===== config.mk =====
export PLATFORM = sky130hd
export DESIGN_NAME = lsu_bus_bridge
export DESIGN_NICKNAME = d
export VERILOG_FILES = /design/src/rtl/lsu_bus_bridge.sv
export SDC_FILE = /design/constraint.sdc
export NUM_CORES = 1
export LEC_CHECK = 0
export CAP_MARGIN = 20
export CORE_MARGIN = 1
export CORE_UTILIZATION = 50
export DETAILED_ROUTE_END_ITERATION = 10
export PLACE_DENSITY = 0.92
export RECOVER_POWER = 100
export SETUP_SLACK_MARGIN = 0.1
export SKIP_CTS_REPAIR_TIMING = 1
export SYNTH_ARGS = -nofsm -noshare
export SYNTH_HDL_FRONTEND = slang
export SYNTH_SLANG_ARGS = --single-unit

===== constraint.sdc =====
create_clock -name clk -period 4.5 [get_ports clk]
set_input_delay 0.675 -clock clk [delete_from_list [all_inputs] [get_ports clk]]
set_output_delay 0.675 -clock clk [all_outputs]
set_load 0.03 [all_outputs]

===== src/rtl/lsu_bus_bridge.sv =====
// lsu_bus_bridge: load/store bridge from the core's ALU address to a valid/ready memory bus, with lane steering, load extension and fault detection
module lsu_bus_bridge #(
  parameter int TIMEOUT_CYCLES = 255,
  parameter int ADDR_W = 32
) (
  input  logic              clk,
  input  logic              rst_n,
  input  logic [ADDR_W-1:0] cpu_addr,
  input  logic [31:0]       cpu_wdata,
  input  logic [3:0]        cpu_mode,
  output logic [31:0]       cpu_rdata,
  output logic              cpu_stall,
  output logic              cpu_fault,
  output logic              bus_req_valid,
  input  logic              bus_req_ready,
  output logic [ADDR_W-1:0] bus_req_addr,
  output logic              bus_req_we,
  output logic [3:0]        bus_req_wstrb,
  output logic [31:0]       bus_req_wdata,
  input  logic              bus_rsp_valid,
  input  logic [31:0]       bus_rsp_data,
  input  logic              bus_rsp_err
);
  localparam int CNT_W = $clog2(TIMEOUT_CYCLES + 1);
  typedef enum logic [1:0] {IDLE, REQ, WAIT, DONE} stateT;
  stateT state, nextState;
  logic [CNT_W-1:0] cnt;
  logic [1:0] offsetQ;
  logic [3:0] modeQ;
  logic isLoad, isStore, isHalf, isWord, badReq, timeUp;
  logic [3:0] wstrbD;
  logic [31:0] wdataD, loadVal;
  logic [7:0] rByte;
  logic [15:0] rHalf;
  assign isLoad = cpu_mode inside {[4'd1:4'd5]};
  assign isStore = cpu_mode inside {[4'd9:4'd11]};
  assign isHalf = cpu_mode inside {4'd2, 4'd5, 4'd10};
  assign isWord = cpu_mode inside {4'd3, 4'd11};
  assign badReq = (!isLoad && !isStore) || (isHalf && cpu_addr[0]) || (isWord && cpu_addr[1:0] != 2'd0);
  assign wstrbD = cpu_mode == 4'd9 ? 4'b0001 << cpu_addr[1:0] :
                  cpu_mode == 4'd10 ? 4'b0011 << cpu_addr[1:0] :
                  cpu_mode == 4'd11 ? 4'b1111 : 4'b0000;
  assign wdataD = cpu_mode == 4'd9 ? {4{cpu_wdata[7:0]}} :
                  cpu_mode == 4'd10 ? {2{cpu_wdata[15:0]}} :
                  cpu_mode == 4'd11 ? cpu_wdata : 32'd0;
  assign rByte = bus_rsp_data[{offsetQ, 3'b000} +: 8];
  assign rHalf = offsetQ[1] ? bus_rsp_data[31:16] : bus_rsp_data[15:0];
  assign loadVal = modeQ == 4'd1 ? {{24{rByte[7]}}, rByte} :
                   modeQ == 4'd2 ? {{16{rHalf[15]}}, rHalf} :
                   modeQ == 4'd3 ? bus_rsp_data :
                   modeQ == 4'd4 ? {24'd0, rByte} :
                   modeQ == 4'd5 ? {16'd0, rHalf} : 32'd0;
  // Fires one cycle early so DONE lands exactly TIMEOUT_CYCLES edges after the count starts
  assign timeUp = cnt >= CNT_W'(TIMEOUT_CYCLES - 1);
  // Stall is gated by reset so an abandoned access releases the core immediately
  assign cpu_stall = rst_n && (state == REQ || state == WAIT || (state == IDLE && cpu_mode != 4'd0));
  always_comb begin
    nextState = state;
    case (state)
      IDLE: nextState = cpu_mode == 4'd0 ? IDLE : badReq ? DONE : REQ;
      REQ: nextState = bus_req_ready ? WAIT : timeUp ? DONE : REQ;
      WAIT: nextState = (bus_rsp_valid || timeUp) ? DONE : WAIT;
      default: nextState = IDLE;
    endcase
  end
  always_ff @(posedge clk or negedge rst_n) begin
    if (!rst_n) begin
      state <= IDLE;
      cnt <= '0;
      offsetQ <= 2'd0;
      modeQ <= 4'd0;
      cpu_rdata <= 32'd0;
      cpu_fault <= 1'b0;
      bus_req_valid <= 1'b0;
      bus_req_addr <= '0;
      bus_req_we <= 1'b0;
      bus_req_wstrb <= 4'd0;
      bus_req_wdata <= 32'd0;
    end else begin
      state <= nextState;
      cpu_fault <= 1'b0;
      cnt <= (state == IDLE || state == DONE || (state == REQ && bus_req_ready)) ? '0 :
             cnt < CNT_W'(TIMEOUT_CYCLES) ? cnt + 1'b1 : cnt;
      case (state)
        IDLE: if (cpu_mode != 4'd0) begin
          if (badReq) cpu_fault <= 1'b1;
          else begin
            bus_req_valid <= 1'b1;
            bus_req_addr <= {cpu_addr[ADDR_W-1:2], 2'b00};
            bus_req_we <= isStore;
            bus_req_wstrb <= wstrbD;
            bus_req_wdata <= wdataD;
            offsetQ <= cpu_addr[1:0];
            modeQ <= cpu_mode;
          end
        end
        REQ: if (bus_req_ready) bus_req_valid <= 1'b0;
        else if (timeUp) begin
          bus_req_valid <= 1'b0;
          cpu_fault <= 1'b1;
          cpu_rdata <= 32'd0;
        end
        WAIT: if (bus_rsp_valid) begin
          cpu_fault <= bus_rsp_err;
          cpu_rdata <= bus_rsp_err ? 32'd0 : loadVal;
        end else if (timeUp) begin
          cpu_fault <= 1'b1;
          cpu_rdata <= 32'd0;
        end
        default: ;
      endcase
    end
  end
endmodule

==> metrics.txt <==
sequential area share after synthesis 47.1%; final max-slew violation count 46; first-pass GRT wire length 29300 µm; ant diodes 0; Max clock buf depth 2; Starting Density 51.5%; drt pass-1 iters 5; Synth area leaders dfrtp_1 47%, mux2_2 10%, a21oi_1 3.4%; Clk pwr share 23.0%; Synth cell types 56; syn_area_per_cell 10.4 µm²; Yosys Warn Count 0; row cnt 40; core area 12100 µm²; Via density 5.81; Remaining DRCs 0; EDFF count, synth 0; Worst EP arrival 4.03 ns; synthesis-to-finish area growth 42.7%; max frequency 0.267 GHz; proportion of layout cells with a drive suffix above 1 11.9%; reg2reg start modeQ[0]; PwrDens 719 nW/µm²; leakage 3.90 nW; multi-input logic area 2930 µm²; Top FF cell, synth dfrtp_1; max_cap viols 2; Worst setup SP type input port; via count 5608; combinational group share of total power 47.3%; critical path data required time 4.79 ns; Worst-Margin Slew 2.38 ns; Crit. End Element register; Die Y 113 µm; Final Hold Violating Endpoints 0; Worst R2R Setup Slack 1.25 ns; final-stage net count 900; R2R depth 5; critical path type input port to register; Max Fanout on Critical Path 34; post-route ant nets 0; Synth area leader dfrtp_1; setup violators final 0; WHS Path Cells 2; routed wire length 18200 µm; Post-synth ARST share 100%; Final Critical Period 3.74 ns; worst skew pair latency 0.42 ns; WL per Instance 18.8 µm; RSZ-0062 raised after global routing no; number of global-route vias before repair 5667; Layout Cells excl Fill 966; die width 113 µm; cts bufs inserted 17; root buf cell clkbuf_16; cells after synthesis 595; normalized max-slew margin -58.5%; initial drt markers 471; Int Pwr 3.75 mW; hold path start bus_req_we; peak supply drop 0.000452 V; # H-tree levels 4; NetSw 2.63 mW; filler cell count 817; Hold Crit Class register to register; failing checks capacitance limit, slew limit; Post-synth top cells 117 x dfrtp_1, 55 x mux2_2, 55 x nand2_1, 42 x a21oi_1; DP Wirelength 12700 µm; setup TNS 0 ns; Worst Hold End bus_req_we; Die Area 12900 µm²; switching part of the total 41.2%; Sequential cell area 2930 µm²; cell area after synthesis 6210 µm²; clock sinks 117; RR Endpoint cpu_rdata[20]; Seq pwr share 29.7%; worst setup path start cpu_mode[1]; Seq cells post-synth 117; share of Yosys cell area claimed by the top area cell type 47.1%; Setup Skew 0.00746 ns; most common cell in the netlist dfrtp_1; outcome finished with violations; initial antenna violation count 0; global-route total usage across every layer 29.4%; port buffer count 206; Cells after DPL 934; period utilisation layout 83.1%; Final GP Congestion 0.919; TritonCTS clock tree built; gr ovfl total 0; largest net degree at the start of global routing 74; Ports 209; Reg clk slew, reported paths 0.05 ns
[area by class of cell]
class	instances	area share (%)
Multi-Input combinational cell	423	33.1
Sequential cell	117	33.0
Timing Repair Buffer	214	23.7
Clock buffer	25	5.70
Tap cell	168	2.37
Clock inverter	7	1.59
Inverter	12	0.508
[registers in the layout, indices dropped and copies added (netlist names)]
name,flops
cpu_rdata,32
bus_req_valid,1
modeQ,4
cnt,8
bus_req_addr,30
bus_req_we,1
state,2
cpu_fault,1
bus_req_wdata,32
bus_req_wstrb,4
offsetQ,2
[cells in the final DEF, fill, tap and decap left out, types with 4 or more instances in the layout]
cell type,count
dfrtp_1,117
dlygate4sd3_1,104
clkdlybuf4s50_1,101
nand2_1,55
mux2_2,54
o21ai_0,49
a21oi_1,43
nor2_1,32
o2bb2ai_1,23
nor2b_1,19
nor3_1,18
clkbuf_16,17
a221oi_1,14
inv_1,12
a22o_1,12
ha_1,10
and2_1,9
mux2_1,9
nand2b_1,7
o32a_1,7
a211o_1,7
clkbuf_1,6
a31oi_1,5
nand3_1,5
a211oi_1,5
clkbuf_8,5
buf_4,5
bufinv_16,4
[how the worst max path moves through the flow]
stage                       end  slack [ns]  cells after the start
3_5_place_dp          cpu_stall        1.22                      5
3_3_place_gp          cpu_stall        1.20                      5
6_report       bus_req_addr[26]        0.76                      7
4_1_cts               cpu_stall        1.20                      5
2_1_floorplan         cpu_stall        2.29                      3
5_1_grt        bus_req_addr[26]        0.58                      7
[worst max-delay path: stages]
cell and delay [ns]:
dlygate4sd3_1 0.55, clkbuf_1 1.10, or3b_1 0.43, a21oi_1 0.29, o31ai_4 0.08, clkbuf_2 0.43
mux2_1 0.48
[kinds of logic after synthesis]
family                     count (synthesis)  share of synthesized area (%)
DFF                                      117                           47.1
AOI/OAI and AO/OA                        186                           21.6
xor gates and xnor gates                   2                          0.282
buffers and inverters                     56                           4.35
and+or+nand+nor                          158                           12.2
adders and majority gates                 10                           2.01
muxes                                     65                           12.4
other                                      1                         0.0603
[power by group through the flow]
| stage | Combinational, mW | Clock (mW) | Sequential (mW) |
|---|---|---|---|
| after floorplan | 1.29 | 0 | 2.58 |
| after CTS | 3.26 | 1.48 | 1.92 |
| after detailed placement | 3.24 | 0 | 1.92 |
| after global routing | 3.23 | 1.53 | 1.96 |
| final | 3.02 | 1.46 | 1.90 |
| after global placement | 3.17 | 0 | 1.89 |
[metal layers]
metal	up-vias	track usage [%]	part of all wire, %	routed length (µm)
met1	2722	36.0	40	7260
met3	48	6.00	6.7	1220
li1	2558	-	-	-
met2	280	49.8	50	9160
met5	-	0	0	0
met4	0	13.8	3.0	539
[per-stage QoR]
stage          area (µm²)  setup slack (ns)  hold WS (ns)  util [%]  power, mW
2_1_floorplan        6220              2.29         0.379         -       3.87
3_5_place_dp         8340              1.22         0.466      69.1       5.16
4_1_cts              8980              1.20         0.428      74.5       6.66
3_3_place_gp         8340              1.20         0.462      69.1       5.06
6_report             8870             0.758         0.472      73.5       6.38
5_1_grt              8870             0.578         0.496      73.5       6.72
Note: power is estimated with default switching activity, not from simulation.
